<file path="src/rtl/fp_issue_pkg.sv">
// ----------------------------------------------------------------------------
// fp_issue_pkg
// Shared constants and types for the FP issue controller:
//   - FP ALU control codes
//   - COP1 opcode / fmt / funct field encodings
//   - controller state enum and latency-class enum
//   - max4() helper used to size the latency counter
// ----------------------------------------------------------------------------
package fp_issue_pkg;

   // FP ALU control codes. Bit 3 makes the ALU update its condition flag.
   localparam logic [3:0] ALU_ADD = 4'b0000;
   localparam logic [3:0] ALU_SUB = 4'b0100;
   localparam logic [3:0] ALU_MUL = 4'b0001;
   localparam logic [3:0] ALU_DIV = 4'b0011;
   localparam logic [3:0] ALU_CEQ = 4'b1010;
   localparam logic [3:0] ALU_CLT = 4'b1000;
   localparam logic [3:0] ALU_CLE = 4'b1100;

   localparam logic [5:0] OP_COP1 = 6'b010001;

   localparam logic [4:0] FMT_S   = 5'b10000;
   localparam logic [4:0] FMT_D   = 5'b10001;
   localparam logic [4:0] FMT_BC1 = 5'b01000;

   localparam logic [5:0] FN_ADD = 6'b000000;
   localparam logic [5:0] FN_SUB = 6'b000001;
   localparam logic [5:0] FN_MUL = 6'b000010;
   localparam logic [5:0] FN_DIV = 6'b000011;
   localparam logic [5:0] FN_CEQ = 6'b110010;
   localparam logic [5:0] FN_CLT = 6'b111100;
   localparam logic [5:0] FN_CLE = 6'b111110;

   typedef enum logic [1:0] {IDLE, EXEC, WB} state_e;

   typedef enum logic [1:0] {LAT_ADDSUB, LAT_MUL, LAT_DIV, LAT_CMP} lat_sel_e;

   function automatic int max4(input int a, input int b, input int c, input int d);
      int m;
      m = a;
      if (b > m) m = b;
      if (c > m) m = c;
      if (d > m) m = d;
      return m;
   endfunction

endpackage

</file>
<file path="src/rtl/fp_issue_decode.sv">
// ----------------------------------------------------------------------------
// fp_issue_decode
// Purely combinational COP1 decoder.
// Ports:
//   i_instr      in  32  MIPS instruction word
//   o_is_cop1    out 1   opcode is COP1
//   o_is_bc1     out 1   COP1 branch-on-condition (BC1T/BC1F)
//   o_legal      out 1   supported arithmetic / compare instruction
//   o_is_cmp     out 1   instruction is a compare
//   o_is_double  out 1   double-precision format
//   o_alu_ctrl   out 4   FP ALU control code for the operation
//   o_lat_sel    out 2   latency class of the operation
// ----------------------------------------------------------------------------
module fp_issue_decode
   import fp_issue_pkg::*;
(
   input  logic [31:0] i_instr,
   output logic        o_is_cop1,
   output logic        o_is_bc1,
   output logic        o_legal,
   output logic        o_is_cmp,
   output logic        o_is_double,
   output logic [3:0]  o_alu_ctrl,
   output lat_sel_e    o_lat_sel
);

   logic [4:0] w_fmt;
   logic [5:0] w_funct;
   logic       w_is_s;
   logic       w_is_d;
   logic       w_known;
   logic       w_addsub;
   logic       w_regs_even;

   assign w_fmt       = i_instr[25:21];
   assign w_funct     = i_instr[5:0];
   assign w_is_s      = (w_fmt == FMT_S);
   assign w_is_d      = (w_fmt == FMT_D);
   // Doubles occupy an even/odd register pair, so every operand must be even.
   assign w_regs_even = ~(i_instr[16] | i_instr[11] | i_instr[6]);

   always_comb begin
      o_alu_ctrl = ALU_ADD;
      o_lat_sel  = LAT_ADDSUB;
      o_is_cmp   = 1'b0;
      w_known    = 1'b1;
      w_addsub   = 1'b0;
      case (w_funct)
         FN_ADD: begin o_alu_ctrl = ALU_ADD; w_addsub = 1'b1; end
         FN_SUB: begin o_alu_ctrl = ALU_SUB; w_addsub = 1'b1; end
         FN_MUL: begin o_alu_ctrl = ALU_MUL; o_lat_sel = LAT_MUL; end
         FN_DIV: begin o_alu_ctrl = ALU_DIV; o_lat_sel = LAT_DIV; end
         FN_CEQ: begin o_alu_ctrl = ALU_CEQ; o_lat_sel = LAT_CMP; o_is_cmp = 1'b1; end
         FN_CLT: begin o_alu_ctrl = ALU_CLT; o_lat_sel = LAT_CMP; o_is_cmp = 1'b1; end
         FN_CLE: begin o_alu_ctrl = ALU_CLE; o_lat_sel = LAT_CMP; o_is_cmp = 1'b1; end
         default: w_known = 1'b0;
      endcase
   end

   assign o_is_cop1   = (i_instr[31:26] == OP_COP1);
   assign o_is_bc1    = o_is_cop1 & (w_fmt == FMT_BC1);
   assign o_is_double = w_is_d;
   // Double precision is only supported for add/sub.
   assign o_legal     = o_is_cop1 & w_known &
                        (w_is_s | (w_is_d & w_addsub & w_regs_even));

endmodule

</file>
<file path="src/rtl/fp_issue_ctrl.sv">
// ----------------------------------------------------------------------------
// fp_issue_ctrl
// Multi-cycle issue controller between decode and the FP ALU / register file.
// Accepts a COP1 instruction in IDLE, holds the ALU control for the
// operation's latency, then issues write enables (arith) or the condition
// update (compare). BC1 branches resolve combinationally in IDLE.
// Ports:
//   clk, rst_n           clock, asynchronous active-low reset
//   i_instr_valid        instruction word is valid
//   i_instr[31:0]        MIPS instruction word
//   i_fp_cond            FP condition flag from the ALU
//   o_instr_ready        high exactly in IDLE
//   o_fp_stall           valid & ~ready
//   o_alu_ctrl[3:0]      FP ALU control code
//   o_is_double          double-precision select
//   o_fs/ft/fd_addr[4:0] latched register numbers
//   o_fp_wen_0/1         write enables for fd / fd+1
//   o_br_taken           BC1T/BC1F taken
//   o_illegal            one-cycle pulse after consuming an unsupported COP1 op
// ----------------------------------------------------------------------------
module fp_issue_ctrl
   import fp_issue_pkg::*;
#(
   parameter int ADDSUB_LAT = 1,
   parameter int MUL_LAT    = 3,
   parameter int DIV_LAT    = 8,
   parameter int CMP_LAT    = 1
)(
   input  logic        clk,
   input  logic        rst_n,
   input  logic        i_instr_valid,
   input  logic [31:0] i_instr,
   input  logic        i_fp_cond,
   output logic        o_instr_ready,
   output logic        o_fp_stall,
   output logic [3:0]  o_alu_ctrl,
   output logic        o_is_double,
   output logic [4:0]  o_fs_addr,
   output logic [4:0]  o_ft_addr,
   output logic [4:0]  o_fd_addr,
   output logic        o_fp_wen_0,
   output logic        o_fp_wen_1,
   output logic        o_br_taken,
   output logic        o_illegal
);

   localparam int MAX_LAT = max4(ADDSUB_LAT, MUL_LAT, DIV_LAT, CMP_LAT);
   localparam int CW      = $clog2(MAX_LAT) + 1;

   state_e     r_state, w_state_next;
   logic [CW-1:0] r_cnt, w_cnt_next, w_lat;
   logic [3:0] r_op;
   logic       r_dbl, r_cmp, r_illegal;
   logic [4:0] r_fs, r_ft, r_fd;

   logic       w_dec_cop1, w_dec_bc1, w_dec_legal, w_dec_cmp, w_dec_dbl;
   logic [3:0] w_dec_op;
   lat_sel_e   w_dec_lat;
   logic       w_accept, w_start, w_illegal_next;

   fp_issue_decode u_decode (
      .i_instr     (i_instr),
      .o_is_cop1   (w_dec_cop1),
      .o_is_bc1    (w_dec_bc1),
      .o_legal     (w_dec_legal),
      .o_is_cmp    (w_dec_cmp),
      .o_is_double (w_dec_dbl),
      .o_alu_ctrl  (w_dec_op),
      .o_lat_sel   (w_dec_lat)
   );

   always_comb begin
      w_lat = CW'(ADDSUB_LAT);
      case (w_dec_lat)
         LAT_ADDSUB: w_lat = CW'(ADDSUB_LAT);
         LAT_MUL:    w_lat = CW'(MUL_LAT);
         LAT_DIV:    w_lat = CW'(DIV_LAT);
         LAT_CMP:    w_lat = CW'(CMP_LAT);
         default:    w_lat = CW'(ADDSUB_LAT);
      endcase
   end

   // Any COP1 word presented in IDLE is consumed; only legal ones start work.
   assign w_accept       = i_instr_valid & w_dec_cop1 & (r_state == IDLE);
   assign w_start        = w_accept & w_dec_legal;
   assign w_illegal_next = w_accept & ~w_dec_legal & ~w_dec_bc1;

   always_ff @(posedge clk or negedge rst_n) begin
      if (!rst_n) begin
         r_state   <= IDLE;
         r_cnt     <= '0;
         r_op      <= ALU_ADD;
         r_dbl     <= 1'b0;
         r_cmp     <= 1'b0;
         r_fs      <= '0;
         r_ft      <= '0;
         r_fd      <= '0;
         r_illegal <= 1'b0;
      end else begin
         r_state   <= w_state_next;
         r_cnt     <= w_cnt_next;
         r_illegal <= w_illegal_next;
         if (w_start) begin
            r_op  <= w_dec_op;
            r_dbl <= w_dec_dbl;
            r_cmp <= w_dec_cmp;
            r_fs  <= i_instr[15:11];
            r_ft  <= i_instr[20:16];
            r_fd  <= i_instr[10:6];
         end
      end
   end

   always_comb begin
      w_state_next  = r_state;
      w_cnt_next    = r_cnt;
      o_instr_ready = 1'b0;
      o_alu_ctrl    = ALU_ADD;
      o_is_double   = 1'b0;
      o_fp_wen_0    = 1'b0;
      o_fp_wen_1    = 1'b0;
      o_br_taken    = 1'b0;
      case (r_state)
         IDLE: begin
            o_instr_ready = 1'b1;
            o_br_taken    = i_instr_valid & w_dec_bc1 &
                            (i_instr[16] ? i_fp_cond : ~i_fp_cond);
            if (w_start) begin
               w_cnt_next   = w_lat - CW'(1);
               w_state_next = (w_lat > CW'(1)) ? EXEC : WB;
            end
         end
         EXEC: begin
            // Compares must not touch the condition flag before WB.
            o_alu_ctrl  = r_cmp ? ALU_ADD : r_op;
            o_is_double = r_dbl;
            w_cnt_next  = r_cnt - CW'(1);
            // The decremented count reaching zero means this is the last EXEC cycle.
            if (r_cnt <= CW'(1)) w_state_next = WB;
         end
         WB: begin
            o_alu_ctrl   = r_op;
            o_is_double  = r_dbl;
            o_fp_wen_0   = ~r_cmp;
            o_fp_wen_1   = ~r_cmp & r_dbl;
            w_state_next = IDLE;
         end
         default: w_state_next = IDLE;
      endcase
   end

   assign o_fp_stall = i_instr_valid & ~o_instr_ready;
   assign o_fs_addr  = r_fs;
   assign o_ft_addr  = r_ft;
   assign o_fd_addr  = r_fd;
   assign o_illegal  = r_illegal;

endmodule

</file>
<file path="config.mk">
export PLATFORM = sky130hd
export DESIGN_NAME = fp_issue_ctrl
export DESIGN_NICKNAME = d
export VERILOG_FILES = /design/src/rtl/fp_issue_pkg.sv /design/src/rtl/fp_issue_decode.sv /design/src/rtl/fp_issue_ctrl.sv
export SDC_FILE = /design/constraint.sdc
export NUM_CORES = 1
export LEC_CHECK = 0
export CAP_MARGIN = 20
export CORE_ASPECT_RATIO = 0.9
export CORE_MARGIN = 2
export CORE_UTILIZATION = 40
export CTS_CLUSTER_DIAMETER = 80
export DETAILED_ROUTE_END_ITERATION = 10
export PLACE_DENSITY = 0.74
export SKIP_LAST_GASP = 1
export SLEW_MARGIN = 15
export SYNTH_ARGS = -nofsm -noshare
export SYNTH_HDL_FRONTEND = slang
export SYNTH_SLANG_ARGS = --single-unit
export TNS_END_PERCENT = 50
</file>
<file path="constraint.sdc">
create_clock -name clk -period 2.35 [get_ports clk]
set_input_delay 0.47 -clock clk [delete_from_list [all_inputs] [get_ports clk]]
set_output_delay 0.47 -clock clk [all_outputs]
set_load 0.03 [all_outputs]
</file>
==> metrics.log, run 1 <==
INFO  metric timing.max_slew.rel_slack = 74.1%
INFO  metric cts.path.max_buffers = 2
INFO  metric post_synth_fa_ha_maj_area_fraction = 4.74%
INFO  metric synth.cell_area = 0.00158 mm²
INFO  metric layout.area.seq = between 700 and 800 µm²
INFO  metric timing.final.setup_violations = 0
INFO  metric capture_instance_of_the_worst_register_to_register_path = r_op[2]
INFO  metric cp.depth = 7
INFO  metric worstMarginPinSlew = around 390 ps
INFO  metric cts.sinks = 28
INFO  metric drt-total-wl = 3.97 mm
INFO  metric synth.area.mux_share = 0.632%
INFO  metric ant_nets = 0
INFO  metric crit_type = reg -> out
INFO  metric yosys.area_share.simple = 30.9%
INFO  metric drtIter0Drc = 76
INFO  metric r2r_cells = 8
INFO  metric vias_in_the_first_global_route = 1464
INFO  metric worst-endpoint-arrival = 1850 ps
INFO  metric hold_class = reg -> reg
INFO  metric antenna_violations_before_repair = 0
INFO  metric min_delay_path_depth = 2
INFO  metric timing_hold_violations_final = 0
INFO  metric placed_cells_incl_taps = 300
INFO  metric rrSetupSlack = ~290 ps
INFO  metric route.detailed.vias_per_inst = about 5.0
INFO  metric post_route_insts_no_fill = 303
INFO  metric global_route.overflow_total = 0
INFO  metric wl_per_cell = 13.1 µm
INFO  metric worst_path_largest_cell_delay = roughly 400 ps
INFO  metric grt_start_max_net_pins = 29
INFO  metric design.final.nets = ~300
INFO  metric drv_slew = 0
INFO  metric cts.reportedPaths.clkPinSlew = 90 ps
INFO  metric unrepaired_setup_endpoints_after_global_routing = yes
INFO  metric timing.critical_path.cells = inv_1 > ha_1 > nand4b_1 > nor4_4 > nand2_1 > nor2_1 > buf_4
INFO  metric worst_ep_required_time = around 1900 ps
INFO  metric synth_compound_area_share = 14.1%
INFO  metric vdd_drop_max = between 0.3 and 0.4 mV
INFO  metric synth.avg_cell_area = just under 9 µm²
INFO  metric run_status = completed
INFO  metric power-per-cell-area = 463 mW/mm²
INFO  metric syn-num-nets = 222
INFO  metric most_common_cell_after_layout_fill_and_taps_aside = sky130_fd_sc_hd__nand2_1
INFO  metric ys_types = slightly above 40
INFO  metric post-route-util = between 60% and 70%
INFO  metric worst_skew_pair.late_latency = 280 ps
INFO  metric max_cap_violations = 0
INFO  metric finalCriticalPeriod = ~2300 ps
INFO  metric design.die.area = 0.00448 mm²
INFO  metric synth_seq_area_share = approximately 44%
INFO  metric clock_skew = just under 3 ps
INFO  metric totalPowerFinal = around 0.0011 W
INFO  metric cts_root_buffer = sky130_fd_sc_hd__clkbuf_8
INFO  metric number_of_top_level_design_ports = 62
INFO  metric first_pass_drt_iterations = 4
INFO  metric multi_input_comb_area = 810 µm²
INFO  metric port_buffers = 61
INFO  metric drt_drc_violations_left = 0
INFO  metric fp-row-count = 21
INFO  metric combinational_family_with_the_most_area_after_synthesis = simple AND/OR/NAND/NOR gates
INFO  metric synthesis_stage_register_bit_count = 28
INFO  metric antenna-diode-count = 0
INFO  metric start_util = 42.1%
INFO  metric filler_cell_count = roughly 340
INFO  metric htreeDepth = 1
INFO  metric synth-xor-area-share = less than 1%
INFO  metric grt_usage = a little under a fifth
INFO  metric cp.buffers_inverters = 2
INFO  metric fin_crit_sh = a little over nine tenths
INFO  metric cts_tree = built
INFO  metric timing.fmax = 0.432 GHz
INFO  metric static-leakage-power = 1.16 nW
INFO  metric final_cell_mix = 56 x sky130_fd_sc_hd__nand2_1, 55 x sky130_fd_sc_hd__clkdlybuf4s50_1, 28 x sky130_fd_sc_hd__dfrtp_1
INFO  metric area_growth_from_synthesis_to_layout = 52.8%
INFO  metric cpMaxStageDelayCell = sky130_fd_sc_hd__dfrtp_1
INFO  metric cts_setup_buffers = 0
INFO  metric place_hpwl = 3.07 mm
INFO  metric die-height = 63.7 µm
INFO  metric synthesis.instances = 180
INFO  metric grt_pass1_wl = 6.82 mm
INFO  metric hp-start = o_fd_addr[4]
INFO  metric cts_made_buffers = 3
INFO  metric timing.rr.start = r_state[0]
INFO  metric post_route_cells_drive_above_1_share = 12.5%
INFO  metric worst_setup_path_end_kind = output port
INFO  metric yosys_warnings = 0
INFO  metric core_area = 0.00376 mm²
INFO  metric critPathTopFamily = simple AND/OR/NAND/NOR gates
INFO  metric vias = between 1500 and 2000
INFO  metric min_to = o_fd_addr[4]
INFO  metric die_w = between 70 and 80 µm
INFO  metric setup.worst_path.start_class = flip-flop
INFO  metric finalWeightedCongestion = 0.782
INFO  metric timing.critical_path.fanout_max = 4
## synthesized netlist by cell type
cell type	count	area, µm²
sky130_fd_sc_hd__a311oi_1	2	17.5
sky130_fd_sc_hd__o211a_1	2	20.0
sky130_fd_sc_hd__nor4_1	1	6.26
sky130_fd_sc_hd__nand3b_1	1	7.51
sky130_fd_sc_hd__a21oi_1	4	20.0
sky130_fd_sc_hd__nor3b_1	1	7.51
sky130_fd_sc_hd__o21ai_0	1	5.00
sky130_fd_sc_hd__dfrtp_1	28	701
sky130_fd_sc_hd__clkbuf_1	2	7.51
sky130_fd_sc_hd__buf_4	3	22.5
sky130_fd_sc_hd__or3_1	2	12.5
sky130_fd_sc_hd__nand2b_1	2	12.5
sky130_fd_sc_hd__ha_1	6	75.1
sky130_fd_sc_hd__nor2b_1	2	12.5
sky130_fd_sc_hd__inv_1	10	37.5
sky130_fd_sc_hd__nand3_1	5	25.0
sky130_fd_sc_hd__o211ai_4	1	21.3
sky130_fd_sc_hd__xnor2_1	1	8.76
sky130_fd_sc_hd__a2111o_1	1	11.3
sky130_fd_sc_hd__nor3_1	5	25.0
sky130_fd_sc_hd__o21ai_1	9	45.0
sky130_fd_sc_hd__o311ai_0	1	8.76
sky130_fd_sc_hd__a211oi_1	2	15.0
sky130_fd_sc_hd__nor4b_4	1	23.8
sky130_fd_sc_hd__and3_1	1	6.26
sky130_fd_sc_hd__inv_2	1	3.75
sky130_fd_sc_hd__nor2_1	13	48.8
sky130_fd_sc_hd__o21a_1	1	7.51
sky130_fd_sc_hd__and2_1	3	18.8
sky130_fd_sc_hd__buf_2	1	5.00
sky130_fd_sc_hd__and3b_1	1	8.76
sky130_fd_sc_hd__o2111ai_1	1	8.76
sky130_fd_sc_hd__o21a_4	1	15.0
sky130_fd_sc_hd__mux2i_1	1	10.0
sky130_fd_sc_hd__a2bb2oi_1	1	8.76
sky130_fd_sc_hd__nor3b_2	1	12.5
sky130_fd_sc_hd__o32ai_1	1	8.76
sky130_fd_sc_hd__o211a_2	1	10.0
sky130_fd_sc_hd__nand2_1	56	210
sky130_fd_sc_hd__nand4b_1	1	8.76
sky130_fd_sc_hd__nor4_4	2	42.5
## cell families (layout without fill, tap and decap cells)
| family | count (synthesis) | after routing |
|---|---|---|
| xor gates and xnor gates | 1 | 1 |
| adders and majority gates | 6 | 6 |
| muxes | 1 | 1 |
| AOI/OAI and AO/OA | 29 | 29 |
| buffers and inverters | 17 | 94 |
| DFF | 28 | 28 |
| and+or+nand+nor | 98 | 98 |
## sequential cells by signal (all words and copies together), names as in the netlist
| register | count |
|---|---|
| o_illegal | 1 |
| r_cnt | 4 |
| o_fs_addr | 5 |
| r_state | 2 |
| r_cmp | 1 |
| o_fd_addr | 5 |
| r_dbl | 1 |
| o_ft_addr | 5 |
| r_op | 4 |
## worst min-delay path, delay by kind of cell, from the launching register on
kind,cells,cell delay (ps)
simple gates,2,90
flops,1,350
## power breakdown
group	switching [W]	internal (W)	total, W
sequential	0.00000585	0.000491	0.000496
combinational	0.000190	0.000173	0.000363
clock	0.000146	0.000115	0.000262
total	0.000342	0.000779	0.00112
## metal layers
layer | share of wire (%) | up-vias | global-route usage [%]
li1 | - | 768 | -
met1 | 45 | 686 | 24.7
met2 | 48 | 48 | 31.4
met3 | 5.0 | 9 | 4.64
met4 | 2.2 | 0 | 6.73
met5 | 0 | - | 0
## cell type report
| cell class | instances | area share [%] |
|---|---|---|
| Multi-Input combinational cell | 135 | 33.5 |
| Timing Repair Buffer | 80 | 31.8 |
| Sequential cell | 28 | 29.0 |
| Clock buffer | 3 | 1.71 |
| Tap cell | 46 | 2.38 |
| Inverter | 11 | 1.71 |
## timing repair
action,in CTS,in global routing
hold buffers,0,0
gates resized for setup,3,3
setup endpoints to repair,5,7
## through the flow
stage	hold WS, ps	setup slack, ps	cell area, µm²	setup TNS (ps)
3_3_place_gp	447	-35.2	2370	-63.5
5_1_grt	493	-122	2420	-272
6_report	472	32.9	2420	0
4_1_cts	477	-91.6	2410	-267
2_1_floorplan	174	75.5	1580	0
3_5_place_dp	455	-98.4	2370	-895
## worst max path at each step
stage                          start    endpoint  slack, ps
after floorplan           r_state[0]  o_br_taken         80
after global placement    i_instr[3]    r_cnt[1]        -40
after detailed placement  i_instr[3]  r_state[0]       -100
after CTS                 r_state[0]  o_fp_wen_1        -90
after global routing      r_state[0]  o_br_taken       -120
final                     r_state[0]  o_br_taken         30
No activity file was read; power rests on OpenSTA's default activity.
==> inputs of run 2 (changes only) <==
--- a/config.mk
+++ b/config.mk
@@ -5,14 +5,12 @@
 export SDC_FILE = /design/constraint.sdc
 export NUM_CORES = 1
 export LEC_CHECK = 0
-export CAP_MARGIN = 20
 export CORE_ASPECT_RATIO = 0.9
 export CORE_MARGIN = 2
 export CORE_UTILIZATION = 40
 export CTS_CLUSTER_DIAMETER = 80
 export DETAILED_ROUTE_END_ITERATION = 10
-export PLACE_DENSITY = 0.74
-export SKIP_LAST_GASP = 1
+export PLACE_DENSITY = 0.83
 export SLEW_MARGIN = 15
 export SYNTH_ARGS = -nofsm -noshare
 export SYNTH_HDL_FRONTEND = slang
==> run 2 against run 1 <==
Against the previous run: core utilization rose by 0.10 points; first-iteration DRC count fell by 9.2%; fmax shrank 1.1%; combinational power is 6.1% higher; clock skew decreased by 0.80 ps; power increased by 5.2%; critical path depth fell by 1; die area unchanged; via count increased by 2.1%; sequential power about the same; non-clock buffer count is 1 higher; worst setup slack got worse by 26 ps; highest routed layer unchanged.
==> metrics.log, run 2 (synthesis gave the netlist of run 1 again) <==
INFO  metric run_status = completed
INFO  metric filler_cell_count = 318 (-6.7%)
INFO  metric clock_skew = 2.09 ps (-0.799 ps)
INFO  metric grt_start_max_net_pins = 29 (unchanged)
INFO  metric cts_tree = built
INFO  metric start_util = 42.1% (unchanged)
INFO  metric most_common_cell_after_layout_fill_and_taps_aside = sky130_fd_sc_hd__nand2_1
INFO  metric cts.reportedPaths.clkPinSlew = 90 ps (about the same)
INFO  metric grt_usage = 20.1% (+0.93 points)
INFO  metric fp-row-count = 21 (unchanged)
INFO  metric fin_hold_ws = 472 ps (+0.111 ps)
INFO  metric setup.worst_path.start_class = primary input
INFO  metric place_hpwl = 3.16 mm (+2.9%)
INFO  metric crit_type = in -> out
INFO  metric port_buffers = 61 (unchanged)
INFO  metric unrepaired_setup_endpoints_after_global_routing = yes
INFO  metric drv_slew = 0 (unchanged)
INFO  metric die_w = 70.3 µm (unchanged)
INFO  metric finalCriticalPeriod = 2340 ps (+26.2 ps)
INFO  metric max_cap_violations = 0 (unchanged)
INFO  metric timing.fmax = 0.427 GHz (-1.1%)
INFO  metric ant_nets = 0 (unchanged)
INFO  metric fin_crit_sh = 99.7% (+1.1 points)
INFO  metric vdd_drop_max = 0.286 mV (-5.0%)
INFO  metric area_growth_from_synthesis_to_layout = 53.0%
INFO  metric final_cell_area = 0.00242 mm² (+0.16%)
INFO  metric antenna_violations_before_repair = 0 (unchanged)
INFO  metric first_pass_drt_iterations = 4 (unchanged)
INFO  metric post-route-util = 64.5% (+0.10 points)
INFO  metric worst-endpoint-arrival = 1870 ps (+20 ps)
INFO  metric vias = 1542 (+2.1%)
INFO  metric cts_root_buffer = sky130_fd_sc_hd__clkbuf_8
INFO  metric cts_hold_buffers = 0 (unchanged)
INFO  metric htreeDepth = 1 (unchanged)
INFO  metric worst_setup_path_end_kind = output port
INFO  metric design.die.area = 0.00448 mm² (unchanged)
INFO  metric worstMarginPinSlew = 372 ps (-13.9 ps)
INFO  metric finalWeightedCongestion = 0.839 (+7.3%)
INFO  metric drt_drc_violations_left = 0 (unchanged)
INFO  metric drtIter0Drc = 69 (-9.2%)
INFO  metric hold_class = reg -> reg
INFO  metric grt_pass1_wl = 7.20 mm (+5.6%)
INFO  metric wl_per_cell = 13.5 µm (+3.2%)
INFO  metric drt-total-wl = 4.13 mm (+3.9%)
INFO  metric power-per-cell-area = 487 mW/mm² (+5.0%)
INFO  metric worst_skew_pair.late_latency = 270 ps (about the same)
INFO  metric cts.sinks = 28 (unchanged)
INFO  metric cts.path.max_buffers = 2 (unchanged)
INFO  metric antenna-diode-count = 0 (unchanged)
INFO  metric worst_ep_required_time = 1880 ps (about the same)
INFO  metric timing.critical_path.fanout_max = 4 (unchanged)
INFO  metric cts_made_buffers = 3 (unchanged)
INFO  metric timing.max_slew.rel_slack = 75.1% (+0.93 points)
INFO  metric static-leakage-power = 1.13 nW (-3.0%)
INFO  metric route.detailed.vias_per_inst = 5.06 (+1.4%)
INFO  metric post_route_cells_drive_above_1_share = 14.7% (+2.2 points)
INFO  metric post_route_insts_no_fill = 305 (+0.66%)
INFO  metric global_route.overflow_total = 0 (unchanged)
INFO  metric number_of_top_level_design_ports = 62 (unchanged)
INFO  metric core_area = 0.00376 mm² (unchanged)
INFO  metric timing_hold_violations_final = 0 (unchanged)
INFO  metric placed_cells_incl_taps = 300 (unchanged)
INFO  metric setup_tns = 0 ps (unchanged)
INFO  metric die-height = 63.7 µm (unchanged)
INFO  metric final_cell_mix = 56 x sky130_fd_sc_hd__nand2_1, 54 x sky130_fd_sc_hd__clkdlybuf4s50_1, 28 x sky130_fd_sc_hd__dfrtp_1
INFO  metric placement.cell_area = 0.00236 mm² (-0.53%)
INFO  metric design.final.nets = 302 (+0.33%)
INFO  metric vias_in_the_first_global_route = 1609 (+9.9%)
INFO  metric timing.final.setup_violations = 0 (unchanged)
==> run 2: cell types whose count changed in the layout (fill, tap and decap cells not counted), moves of 2 or more <==
cell                              change
sky130_fd_sc_hd__inv_1                -2
sky130_fd_sc_hd__clkdlybuf4s15_1      +2
sky130_fd_sc_hd__clkbuf_2             +2
sky130_fd_sc_hd__dlymetal6s2s_1       -2
sky130_fd_sc_hd__inv_2                +2
sky130_fd_sc_hd__buf_4                +2
==> run 2: report_power, final <==
part | switching, W | leakage [nW] | internal, W | total, W
clock network | 0.000145 | 0.0288 | 0.000150 | 0.000295
registers | 0.00000816 | 0.379 | 0.000491 | 0.000499
logic | 0.000197 | 0.721 | 0.000187 | 0.000385
==> run 2: layer usage <==
layer / part of all wire [%] / up-vias / wire (µm) / GRT usage (%)
met2: 51 / 42 / 2110 / 35.8
met4: 2.2 / 0 / 92 / 6.97
met5: 0 / - / 0 / 0
met1: 42 / 722 / 1730 / 23.9
li1: - / 768 / - / -
met3: 4.7 / 10 / 193 / 4.16
==> run 2: per-stage QoR <==
stage	total power (W)	worst slack [ps]
6_report	0.00118	6.78
5_1_grt	0.00125	-75.3
4_1_cts	0.00118	-6.51
3_5_place_dp	0.000879	-33.7
3_3_place_gp	0.000870	-1.20
2_1_floorplan	0.000689	75.5
==> run 2: layout make-up <==
| class | instances | area (µm²) | area share, % |
|---|---|---|---|
| clock buffers | 4 | 55.1 | 2.27 |
| inverters | 11 | 41.3 | 1.70 |
| multi-input cells | 135 | 818 | 33.8 |
| flip-flops and latches | 28 | 701 | 28.9 |
| well taps | 46 | 57.6 | 2.38 |
| repair buffers | 81 | 749 | 30.9 |
==> run 2: repair_timing <==
item	CTS	global route
pin swaps	0	2
setup endpoints to repair	6	7
setup buffers	0	1
resized for setup	5	11
==> run 2: final timing paths <==
kind	start	end	slack, ps	depth (start not counted)
worst max-delay path	i_instr_valid	o_br_taken	7	6
worst min-delay path	o_fd_addr[1]	o_fd_addr[1]	470	2
worst max register to register	r_state[0]	r_cnt[3]	260	8
worst min register to register	o_fd_addr[1]	o_fd_addr[1]	470	2
max in group asynchronous	rst_n	o_illegal	1500	2
min in group asynchronous	rst_n	o_fs_addr[3]	570	2
==> run 2: worst max-delay path: stages <==
cell                              delay (ps)
sky130_fd_sc_hd__clkdlybuf4s50_1         490
sky130_fd_sc_hd__nand4b_1                150
sky130_fd_sc_hd__nor4_4                  370
sky130_fd_sc_hd__nand2_1                  90
sky130_fd_sc_hd__nor2_1                  120
sky130_fd_sc_hd__buf_4                   180
==> inputs of run 3 (changes only) <==
--- a/config.mk
+++ b/config.mk
@@ -7,10 +7,10 @@
 export LEC_CHECK = 0
 export CORE_ASPECT_RATIO = 0.9
 export CORE_MARGIN = 2
-export CORE_UTILIZATION = 40
+export CORE_UTILIZATION = 43
 export CTS_CLUSTER_DIAMETER = 80
 export DETAILED_ROUTE_END_ITERATION = 10
-export PLACE_DENSITY = 0.83
+export PLACE_DENSITY = 0.88
 export SLEW_MARGIN = 15
 export SYNTH_ARGS = -nofsm -noshare
 export SYNTH_HDL_FRONTEND = slang
==> run 3 against run 2 <==
Against the previous run: global-route usage down 0.30 points; design area up 0.93%; wire length fell by 5.2%; flip-flop and latch count is the same; critical path type unchanged; critical endpoint is now o_fp_stall.
==> metrics.log, run 3 (synthesis gave the netlist of run 1 again) <==
INFO  metric run_status = completed
INFO  metric cts.reportedPaths.clkPinSlew = 90 ps (about the same)
INFO  metric unrepaired_setup_endpoints_after_global_routing = no
INFO  metric area_growth_from_synthesis_to_layout = 54.5%
INFO  metric hold_class = reg -> reg
INFO  metric worstMarginPinSlew = 357 ps (-14.8 ps)
INFO  metric drv_slew = 0 (unchanged)
INFO  metric drt_drc_violations_left = 0 (unchanged)
INFO  metric max_cap_violations = 0 (unchanged)
INFO  metric internal_power = 0.000901 W (+8.9%)
INFO  metric timing.critical_path.fanout_max = 2 (-2)
INFO  metric drt-total-wl = 3.91 mm (-5.2%)
INFO  metric most_common_cell_after_layout_fill_and_taps_aside = sky130_fd_sc_hd__nand2_1
INFO  metric sequential_group_share_of_total_power = 39.8% (-2.5 points)
INFO  metric post_route_cells_drive_above_1_share = 14.3% (-0.39 points)
INFO  metric cts.sinks = 28 (unchanged)
INFO  metric antenna-diode-count = 0 (unchanged)
INFO  metric route.detailed.vias_per_inst = 4.95 (-2.1%)
INFO  metric number_of_top_level_design_ports = 62 (unchanged)
INFO  metric worst_setup_path_end_kind = output port
INFO  metric crit_type = in -> out
INFO  metric die-height = 61.6 µm (-3.3%)
INFO  metric wl_per_cell = 12.9 µm (-4.5%)
INFO  metric drtIter0Drc = 79 (+14%)
INFO  metric design.final.nets = 302 (unchanged)
INFO  metric vias_in_the_first_global_route = 1386 (-14%)
INFO  metric timing.final.setup_violations = 0 (unchanged)
INFO  metric cts_root_buffer = sky130_fd_sc_hd__clkbuf_8
INFO  metric p_sw_share = 28.1% (-1.7 points)
INFO  metric timing_hold_violations_final = 0 (unchanged)
INFO  metric fin_crit_sh = 97.0% (-2.7 points)
INFO  metric final_cell_area = 0.00244 mm² (+0.93%)
INFO  metric global_route.overflow_total = 0 (unchanged)
INFO  metric power-per-cell-area = 512 mW/mm² (+5.3%)
INFO  metric cts_hold_buffers = 0 (unchanged)
INFO  metric combinationalPowerShare = 30.3% (-2.3 points)
INFO  metric cts.path.max_buffers = 2 (unchanged)
INFO  metric port_buffers = 61 (unchanged)
INFO  metric grt_pass1_wl = 6.24 mm (-13%)
INFO  metric place_hpwl = 3.02 mm (-4.4%)
INFO  metric worst-endpoint-arrival = 1810 ps (-60 ps)
INFO  metric cts_tree = built
INFO  metric start_util = 45.8% (+3.7 points)
INFO  metric worst_skew_pair.late_latency = 270 ps (about the same)
INFO  metric final_cell_mix = 56 x sky130_fd_sc_hd__nand2_1, 54 x sky130_fd_sc_hd__clkdlybuf4s50_1, 28 x sky130_fd_sc_hd__dfrtp_1
INFO  metric post-route-util = 70.8% (+6.3 points)
INFO  metric first_pass_drt_iterations = 5 (+1)
INFO  metric power.net_switching = 0.000351 W (+0.19%)
INFO  metric multi_input_comb_area = 822 µm² (+0.46%)
INFO  metric fp-row-count = 20 (-4.8%)
INFO  metric layout.area.seq = 701 µm² (unchanged)
INFO  metric placement.cell_area = 0.00235 mm² (-0.42%)
INFO  metric vias = 1499 (-2.8%)
INFO  metric cts_made_buffers = 3 (unchanged)
INFO  metric core_area = 0.00345 mm² (-8.1%)
INFO  metric clock_power_share = 29.9% (+4.8 points)
INFO  metric worst_ep_required_time = 1880 ps (about the same)
INFO  metric filler_cell_count = 265 (-17%)
INFO  metric die_w = 68.0 µm (-3.3%)
INFO  metric static-leakage-power = 1.15 nW (+1.9%)
INFO  metric grt_usage = 19.8% (-0.30 points)
INFO  metric clock_skew = 2.97 ps (+0.876 ps)
INFO  metric vdd_drop_max = 0.412 mV (+44%)
INFO  metric timing.fmax = 0.438 GHz (+2.7%)
INFO  metric htreeDepth = 1 (unchanged)
INFO  metric design.die.area = 0.00418 mm² (-6.6%)
INFO  metric setup.worst_path.start_class = primary input
INFO  metric antenna_violations_before_repair = 0 (unchanged)
INFO  metric grt_start_max_net_pins = 29 (unchanged)
INFO  metric pre_cts_ws = -134 ps (-99.9 ps)
INFO  metric timing.final.ws_setup = 69.3 ps (+62.6 ps)
INFO  metric ant_nets = 0 (unchanged)
INFO  metric finalWeightedCongestion = 0.847 (+1.0%)
INFO  metric finalCriticalPeriod = 2280 ps (-62.6 ps)
INFO  metric timing.max_slew.rel_slack = 75.9% (+0.80 points)
run 3: timing repair:
item / CTS / global route
gates resized for setup: 6 / 5
pin swaps: 0 / 2
setup endpoints to repair: 6 / 3
buffers inserted: 0 / 2
run 3: layout make-up:
type	instances	area share, %
Sequential cell	28	28.7
Clock buffer	3	1.69
Clock inverter	1	1.23
Timing Repair Buffer	81	30.9
Inverter	11	1.69
Multi-Input combinational cell	135	33.6
Tap cell	44	2.25
run 3: critical path, stage by stage:
cell and delay [ps]:
sky130_fd_sc_hd__clkdlybuf4s50_1 490, sky130_fd_sc_hd__nor2b_1 170, sky130_fd_sc_hd__clkdlybuf4s50_1 690
run 3: stage by stage:
| stage | power (W) | std cells | TNS (ps) | hold slack, ps |
|---|---|---|---|---|
| after global routing | 0.00132 | 303 | 0 | 504 |
| after floorplan | 0.000689 | 180 | 0 | 174 |
| after CTS | 0.00125 | 301 | -17.7 | 480 |
| after global placement | 0.000860 | 297 | -11.4 | 449 |
| after detailed placement | 0.000866 | 297 | -356 | 459 |
| final | 0.00125 | 303 | 0 | 476 |
run 3: routing by layer:
layer | share of wire [%] | global-route usage [%]
met1 | 47 | 26.4
met2 | 46 | 33.7
met3 | 6.7 | 4.57
met4 | 0.54 | 3.43
met5 | 0 | 0
run 3: power by group through the flow:
stage	logic, W	clock network [W]	registers [W]
after floorplan	0.000182	0	0.000506
after global placement	0.000354	0	0.000507
after detailed placement	0.000360	0	0.000506
after CTS	0.000364	0.000388	0.000497
after global routing	0.000413	0.000405	0.000500
final	0.000380	0.000374	0.000499
run 3: path summary, 6_finish.rpt:
kind                       depth (start not counted)  slack (ps)           end          start
setup / recovery                                   3          70    o_fp_stall  i_instr_valid
setup reg to reg                                   8         320      r_cnt[3]     r_state[1]
min in group asynchronous                          2         570       r_op[1]          rst_n
hold reg to reg                                    2         480  o_ft_addr[1]   o_ft_addr[1]
max in group asynchronous                          2        1510      r_cnt[0]          rst_n
hold / removal                                     2         480  o_ft_addr[1]   o_ft_addr[1]
